<file path="src/rtl/lsu_mem_port.sv">
// lsu_mem_port: load/store responder driving a 64-bit dword bus with strobes.
// Ports: lsu_* request/response, bus_* memory side. Option: LSU_MISALIGN_SPLIT_EN.
module lsu_mem_port #(
  parameter int XLEN = 64,
  parameter int ALEN = 64
) (
  input  logic            clk,
  input  logic            rst_n,
  input  logic            lsu_valid,
  input  logic            memrw,
  input  logic [1:0]      memword,
  input  logic            memsign,
  input  logic [ALEN-1:0] lsu_addr,
  input  logic [XLEN-1:0] lsu_wdata,
  output logic            lsu_busy,
  output logic            lsu_done,
  output logic [XLEN-1:0] lsu_rdata,
  output logic            lsu_misalign,
  output logic            bus_req,
  output logic            bus_we,
  output logic [ALEN-1:0] bus_addr,
  output logic [7:0]      bus_wstrb,
  output logic [63:0]     bus_wdata,
  input  logic            bus_ack,
  input  logic [63:0]     bus_rdata
);

  typedef enum logic [1:0] {
    IDLE  = 2'd0,
    BEAT0 = 2'd1,
`ifdef LSU_MISALIGN_SPLIT_EN
    BEAT1 = 2'd2,
`endif
    RESP  = 2'd3
  } state_t;

  state_t state_q;
  state_t state_n;

  logic            we_q;
  logic [1:0]      size_q;
  logic            sign_q;
  logic [2:0]      off_q;
  logic            fault_q;
  logic [XLEN-1:0] rdata_q;
  logic [ALEN-1:0] bus_addr_q;
  logic [7:0]      bus_wstrb_q;
  logic [63:0]     bus_wdata_q;

  logic [7:0]      req_mask;
  logic            req_fault;
  logic            last_beat;
  logic [63:0]     ld_src;
  logic [63:0]     ld_ext;

  always_comb begin
    req_mask  = 8'h01;
    req_fault = 1'b0;
    unique case (memword)
      2'b00: req_mask = 8'h01;
      2'b01: begin
        req_mask  = 8'h03;
        req_fault = lsu_addr[0];
      end
      2'b10: begin
        req_mask  = 8'h0F;
        req_fault = |lsu_addr[1:0];
      end
      default: begin
        req_mask  = 8'hFF;
        req_fault = |lsu_addr[2:0];
      end
    endcase
`ifdef LSU_MISALIGN_SPLIT_EN
    req_fault = 1'b0;
`endif
  end

`ifdef LSU_MISALIGN_SPLIT_EN
  // Low half feeds BEAT0, high half (bytes past the dword) feeds BEAT1.
  logic [15:0]  req_strb;
  logic [127:0] req_wd;
  logic         cross_q;
  logic [7:0]   strb_hi_q;
  logic [63:0]  wdata_hi_q;
  logic [63:0]  beat0_q;
  logic [127:0] ld_cat;

  assign req_strb = {8'h00, req_mask} << lsu_addr[2:0];
  assign req_wd   = {64'h0, lsu_wdata} << {lsu_addr[2:0], 3'b000};

  always_comb begin
    ld_cat = {64'h0, bus_rdata};
    if (state_q == BEAT1) ld_cat = {bus_rdata, beat0_q};
  end

  assign ld_src    = 64'(ld_cat >> {off_q, 3'b000});
  assign last_beat = !(state_q == BEAT0 && cross_q);
  assign bus_req   = (state_q == BEAT0) || (state_q == BEAT1);
`else
  logic [7:0]  req_strb;
  logic [63:0] req_wd;

  assign req_strb  = req_mask << lsu_addr[2:0];
  assign req_wd    = lsu_wdata << {lsu_addr[2:0], 3'b000};
  assign ld_src    = bus_rdata >> {off_q, 3'b000};
  assign last_beat = 1'b1;
  assign bus_req   = (state_q == BEAT0);
`endif

  // memsign = 1 selects zero-extension.
  always_comb begin
    ld_ext = ld_src;
    unique case (size_q)
      2'b00: ld_ext = sign_q ? {56'h0, ld_src[7:0]}
                             : {{56{ld_src[7]}}, ld_src[7:0]};
      2'b01: ld_ext = sign_q ? {48'h0, ld_src[15:0]}
                             : {{48{ld_src[15]}}, ld_src[15:0]};
      2'b10: ld_ext = sign_q ? {32'h0, ld_src[31:0]}
                             : {{32{ld_src[31]}}, ld_src[31:0]};
      default: ld_ext = ld_src;
    endcase
  end

  always_comb begin
    state_n = state_q;
    unique case (state_q)
      IDLE: begin
        if (lsu_valid) state_n = req_fault ? RESP : BEAT0;
      end
      BEAT0: begin
`ifdef LSU_MISALIGN_SPLIT_EN
        if (bus_ack) state_n = cross_q ? BEAT1 : RESP;
`else
        if (bus_ack) state_n = RESP;
`endif
      end
`ifdef LSU_MISALIGN_SPLIT_EN
      BEAT1: begin
        if (bus_ack) state_n = RESP;
      end
`endif
      RESP:    state_n = IDLE;
      default: state_n = IDLE;
    endcase
  end

  always_ff @(posedge clk or negedge rst_n) begin
    if (!rst_n) state_q <= IDLE;
    else        state_q <= state_n;
  end

  always_ff @(posedge clk or negedge rst_n) begin
    if (!rst_n) begin
      we_q        <= 1'b0;
      size_q      <= 2'b00;
      sign_q      <= 1'b0;
      off_q       <= 3'd0;
      fault_q     <= 1'b0;
      rdata_q     <= '0;
      bus_addr_q  <= '0;
      bus_wstrb_q <= 8'h00;
      bus_wdata_q <= 64'h0;
`ifdef LSU_MISALIGN_SPLIT_EN
      cross_q     <= 1'b0;
      strb_hi_q   <= 8'h00;
      wdata_hi_q  <= 64'h0;
      beat0_q     <= 64'h0;
`endif
    end else begin
      if (state_q == IDLE && lsu_valid) begin
        we_q        <= memrw;
        size_q      <= memword;
        sign_q      <= memsign;
        off_q       <= lsu_addr[2:0];
        fault_q     <= req_fault;
        rdata_q     <= '0;
        bus_addr_q  <= {lsu_addr[ALEN-1:3], 3'b000};
        bus_wstrb_q <= req_strb[7:0];
        bus_wdata_q <= memrw ? req_wd[63:0] : 64'h0;
`ifdef LSU_MISALIGN_SPLIT_EN
        cross_q     <= |req_strb[15:8];
        strb_hi_q   <= req_strb[15:8];
        wdata_hi_q  <= memrw ? req_wd[127:64] : 64'h0;
`endif
      end
      if (bus_req && bus_ack && last_beat) begin
        rdata_q <= we_q ? '0 : ld_ext;
      end
`ifdef LSU_MISALIGN_SPLIT_EN
      if (bus_req && bus_ack && !last_beat) begin
        beat0_q     <= bus_rdata;
        bus_addr_q  <= bus_addr_q + ALEN'(8);
        bus_wstrb_q <= strb_hi_q;
        bus_wdata_q <= wdata_hi_q;
      end
`endif
    end
  end

  assign bus_we       = bus_req & we_q;
  assign bus_addr     = bus_addr_q;
  assign bus_wstrb    = bus_wstrb_q;
  assign bus_wdata    = bus_wdata_q;
  assign lsu_busy     = (state_q != IDLE);
  assign lsu_done     = (state_q == RESP);
  assign lsu_misalign = lsu_done & fault_q;
  assign lsu_rdata    = rdata_q;

endmodule

</file>
<file path="config.mk">
export PLATFORM = sky130hd
export DESIGN_NAME = lsu_mem_port
export DESIGN_NICKNAME = d
export VERILOG_FILES = /design/src/rtl/lsu_mem_port.sv
export SDC_FILE = /design/constraint.sdc
export NUM_CORES = 1
export LEC_CHECK = 0
export ABC_AREA = 1
export CAP_MARGIN = 15
export CORE_UTILIZATION = 43
export CTS_BUF_LIST = sky130_fd_sc_hd__clkbuf_2
export CTS_CLUSTER_DIAMETER = 150
export CTS_CLUSTER_SIZE = 8
export DETAILED_ROUTE_END_ITERATION = 10
export PLACE_DENSITY = 0.85
export SETUP_SLACK_MARGIN = 0.2
export SYNTH_ARGS = -nofsm -noshare
export SYNTH_HDL_FRONTEND = slang
export SYNTH_SLANG_ARGS = --single-unit
export TNS_END_PERCENT = 50
</file>
<file path="constraint.sdc">
create_clock -name clk -period 1.55 [get_ports clk]
set_clock_uncertainty 0.05 [all_clocks]
set_input_delay 0.31 -clock clk [delete_from_list [all_inputs] [get_ports clk]]
set_output_delay 0.31 -clock clk [all_outputs]
set_load 0.005 [all_outputs]
</file>
### Word-level counts from Yosys, hierarchy flattened

Index checks and enable logic that the tools add are counted.

* input bits: 200
* output and inout bits: 205
* logic and storage cells: 47
* bits in registers: 207

* reductions and logical operators: 10
* shift-type cells: 3
* equality and inequality tests: 8
* bitwise operators: 2
* muxes and demuxes: 14

Operators by type and width (number)
* 64-bit two-way mux: 7
* 64-bit one-hot mux with 3 select lines: 1
* 64-bit by 6-bit << shifter with 64-bit output: 1
* 64-bit by 6-bit >> shifter with 64-bit output: 1
* 8-bit one-hot mux with 3 select lines: 1
* 8-bit by 3-bit << shifter with 8-bit output: 1
* 2-bit by 1-bit equality test with 1-bit output (second input constant): 3
* 2-bit equality test (second input constant): 3
* 2-bit zero test: 3
* 2-bit two-way mux: 3
* 2-bit one-hot mux with 2 select lines: 1
* 2-bit nonzero test: 2
* 1-bit one-hot mux with 3 select lines: 1
* 3-bit OR reduction: 1
* 1-bit AND: 2
* 1-bit logical AND: 2
* 2-bit by 1-bit inequality test with 1-bit output (second input constant): 1
* 2-bit inequality test (second input constant): 1
* 2-bit AND reduction: 1
* 2-bit OR reduction: 1

### Logic depth before layout (Yosys ltp)

* depth in word-level cells: 5
* depth in mapped cells: 12
* mapped depth without buffers: 9

### Least setup slack after synthesis

No wires, ideal clock.

* path type: register -> register
* from: reg off_q[0]
* to: reg rdata_q[46] (netlist: lsu_rdata[46])
* stages on the path, launching flop included: 11
* data required time: 1380 ps
* arrival: 1316 ps
* setup slack: 63 ps
* path buffers: 2
* clock period less this slack: 1487 ps
* library setup time: 120 ps
* cells stage by stage: dfrtp_1 -> buf_6 -> inv_8 -> nand2_1 -> nand3_1 -> nand3_1 -> nand3_4 -> nand2_4 -> buf_6 -> o21ai_1 -> nand2_1

* cells in the longest elaborated chain, start to end: 5
* elaborated cells on any way between the ends: 7

Ends and longest elaborated chain
* start, declared: RTL line 43 `logic [2:0] off_q;`
* start signal, assigned: RTL line 175 `off_q <= lsu_addr[2:0];`
* 64-bit by 6-bit >> shifter with 64-bit output *: RTL line 106 `assign ld_src = bus_rdata >> {off_q, 3'b000};`
* 64-bit two-way mux (on tied branches): RTL line 119, 115, 117
* 64-bit one-hot mux with 3 select lines *: RTL line 114 `unique case (size_q)`
* 64-bit two-way mux *: RTL line 188 `rdata_q <= we_q ? '0 : ld_ext;`
* 64-bit two-way mux *: RTL line 187 `if (bus_req && bus_ack && last_beat) begin`
* end signal, assigned: RTL line 188
* end, declared: RTL line 45 `logic [XLEN-1:0] rdata_q;`

Mark *: on every way between the ends. The rest lies on a longest branch, timed or not.
A chain may end at the register's enable or synchronous reset.

### Worst setup path after layout

* from: reg state_q[0]
* to: out lsu_misalign

* cells in the longest elaborated chain, start to end: 2

Ends and longest elaborated chain
* start, declared: RTL line 37 `state_t state_q;`
* start signal, assigned: RTL line 150 `else state_q <= state_n;`
* 2-bit equality test: RTL line 206 `assign lsu_done = (state_q == RESP);`
* 1-bit AND: RTL line 207 `assign lsu_misalign = lsu_done & fault_q;`
* end, declared: RTL line 18 `output logic lsu_misalign,`

No other way between the ends.

==> results by group <==
Run status
  – Run status: finished with violations
  – Failing checks: setup timing

Detailed routing
  – Initial DRC Count: 1582
  – WL final: 58600 um
  – Antenna-violating nets left: 0
  – 1st-pass router iterations: 8
  – Total number of vias: 15.3k
  – Vias per Instance: 5.76
  – Per-cell routed wire length: 22.1 um
  – DRC errors left: 0

Final layout
  – Finished Core Util: 75.3%
  – Filler cell count: 1785
  – Syn-to-layout area delta: 70.0%
  – Layout cells sized above 1: 33.2%
  – Final #Nets: 2514
  – Fin cells: 2655

Pwr
  – Total power: 35.3 mW
  – LEAKAGE: 10.3 nW
  – VDD IR-drop max: 0.000993 V
  – PwrDens: 1780 nW/um^2

Worst setup path
  – Critical path peak fanout: 2
  – Crit path largest cell delay: 0.42 ns
  – Levels on crit path: 5
  – RR Endpoint: lsu_rdata[46]
  – Crit start category: flip-flop
  – FF-to-FF setup slack: -0.49 ns
  – Last element of the critical path: lsu_misalign
  – Worst Path Buf+Inv: 3
  – Crit path max-delay family: flip-flops
  – Worst EP arrival: 1.71 ns
  – Critical path class: flip-flop to output pin
  – Reg2Reg Depth: 8
  – Setup crit start: state_q[0]
  – CP max stage cell: dfrtp_1
  – Critical R2R Launch: off_q[0]
  – Worst Path Required: 1.19 ns
  – Critical Path End Type: output pin
  – Cell chain of the critical path: buf_4, buf_6, nand2_2, nor2_1, buf_2

STA
  – Hold Slack: 0.0500 ns
  – Worst slew pin tran: 0.538 ns
  – Final setup margin: -0.522 ns
  – Setup tns final: -95.75 ns
  – Tmin final: 2.07 ns
  – RSZ-0062 raised after global routing: yes
  – Hold Fails Final Rpt: 0
  – Final period util: 134%
  – Max Slew Vio Count: 0
  – Maximum clock frequency: 483 MHz
  – Slew HR: 64.1%
  – Final setup viols: 409

CTS
  – Root Driver: clkbuf_2
  – CTS Buffer Depth: 3
  – CTS tree: built
  – Clock transition at the registers of the reported paths: 0.20 ns
  – H-tree levels: 1
  – Clk_lat worst skew: 0.90 ns
  – Clk sink count: 207
  – TritonCTS Buffers: 29

Placed design
  – Post-placement cell count: 2384
  – Gpl congestion: 1.01
  – Port Buffers: 401
  – Post-DP HPWL: 34700 um

Die
  – Die height: 167 um
  – FP Rows: 59
  – CORE AREA: 26400 um^2
  – IO Pins: 405
  – Die footprint: 27800 um^2
  – Initial Util: 44.3%
  – Die X: 167 um

Synth
  – Syn Area/Cell: 7.18 um^2
  – Seq cells post-synth: 207
  – FFs w/ async S/R, synth: 100%
  – Synth cell types: 38
  – Main flop type after synthesis: dfrtp_1
  – Mapped Cells: 1628
  – EDFF count, synth: 0
  – Ys Warns: 0
  – Sequential fraction of the synthesis area: 44.3%
  – Area of the mapped netlist: 11700 um^2

Global routing
  – First-pass GRT wire length: 75000 um
  – Antenna violations before repair: 8
  – Total GRT Usage: 34.3%
  – Vias in the first global route: 14.0k
  – Grt ovf: 0
  – Largest net degree at the start of global routing: 56

Job
  – Max-cap violations: 0

Worst hold path
  – HP Class: input port to flip-flop
## cell families after synthesis
logic type	count (synthesis)	synth area share [%]
flops	207	44.3
other cells	1	0.0321
buf+inv	198	8.32
mux	10	0.857
compound gates	306	15.4
simple gates	906	31.1
## worst reg2reg max path: cells and delay by family (launching register included)
family,cells,cell delay (ns)
flops,1,0.58
buf+inv,3,0.52
compound gates,3,0.49
simple gates,2,0.24
## placed cells by master, fill, tap and decap left out, types with 47 or more instances in the layout
cell,Yosys,final
buf_2,53,172
buf_4,11,197
buf_6,14,60
clkdlybuf4s50_1,0,196
dfrtp_1,207,201
dlygate4sd3_1,0,67
inv_1,67,64
nand2_1,727,638
nand2_2,3,72
nand3_1,115,84
nor2_1,49,47
o211ai_1,61,61
o21ai_0,89,64
o21ai_1,71,50
## final cells by class
type / instances / area, um^2 / share of cell area (%)
timing repair buffer: 768 / 7240 / 36.5
multi-input combinational: 1228 / 6450 / 32.5
sequential: 207 / 5190 / 26.1
tap: 335 / 419 / 2.11
inverter: 75 / 332 / 1.67
clock buffer: 31 / 155 / 0.781
timing repair inverter: 5 / 56.3 / 0.284
antenna: 6 / 15.0 / 0.0756
## where the power goes
group	internal (mW)	leakage [nW]	total [mW]	switching, mW
Clock	0.520	0.129	2.51	1.99
Sequential	7.55	2.70	9.15	1.60
Combinational	11.0	7.51	23.7	12.7
Total	19.1	10.3	35.3	16.2
## how the worst min path moves through the flow
stage                            start      endpoint  slack [ns]  cells past startpoint
final                     bus_rdata[3]  lsu_rdata[3]        0.05                      5
after global routing      lsu_wdata[6]  bus_wdata[6]        0.03                      3
after CTS                 lsu_wdata[6]  bus_wdata[6]        0.01                      3
after detailed placement         rst_n  lsu_rdata[5]        0.18                      1
after global placement           rst_n  lsu_rdata[5]        0.18                      1
after floorplan                  rst_n  bus_addr[10]       -0.04                      0
## cells in the mapped netlist, types with 4 or more instances
master	count	area share [%]
nand2_1	727	23
dfrtp_1	207	44
nand3_1	115	4.9
o21ai_0	89	3.8
o21ai_1	71	3.0
inv_1	67	2.2
o211ai_1	61	3.9
a21oi_1	57	2.4
buf_2	53	2.3
nor2_1	49	1.6
clkbuf_1	30	0.96
buf_6	14	1.3
buf_1	12	0.39
buf_4	11	0.71
mux2i_1	10	0.86
o221ai_1	8	0.60
o31ai_1	8	0.51
a22o_1	4	0.30
inv_2	4	0.13
## per-stage QoR
stage          setup WS, ns  instance area [um^2]
6_report             -0.522                 19900
2_1_floorplan         0.103                 11800
5_1_grt              -0.619                 19900
3_5_place_dp         -0.424                 16900
4_1_cts              -0.609                 17400
3_3_place_gp         -0.390                 16900
## sequential cells by signal, indices dropped and copies added (netlist names)
register   count
size_q         2
we_q           1
bus_addr      61
bus_wstrb      8
state_q        2
fault_q        1
bus_wdata     64
sign_q         1
lsu_rdata     64
off_q          3
## layer usage
metal | vias to the layer above | GRT usage (%) | part of all wire [%]
li1 | 6672 | - | -
met1 | 7125 | 38.4 | 33
met3 | 354 | 9.05 | 11
met2 | 1153 | 58.4 | 47
met5 | - | 0 | 0.020
met4 | 2 | 21.2 | 8.3
## what timing repair did
| item | in CTS | in global routing |
|---|---|---|
| pin swaps | 2 | 88 |
| gates cloned | 0 | 47 |
| endpoints found under the hold margin | 280 | 0 |
| endpoints found under the setup margin | 400 | 409 |
| gates resized for setup | 853 | 294 |
| hold buffers | 67 | 0 |
| setup buffers | 54 | 66 |
No activity file was read; power rests on OpenSTA's default activity.
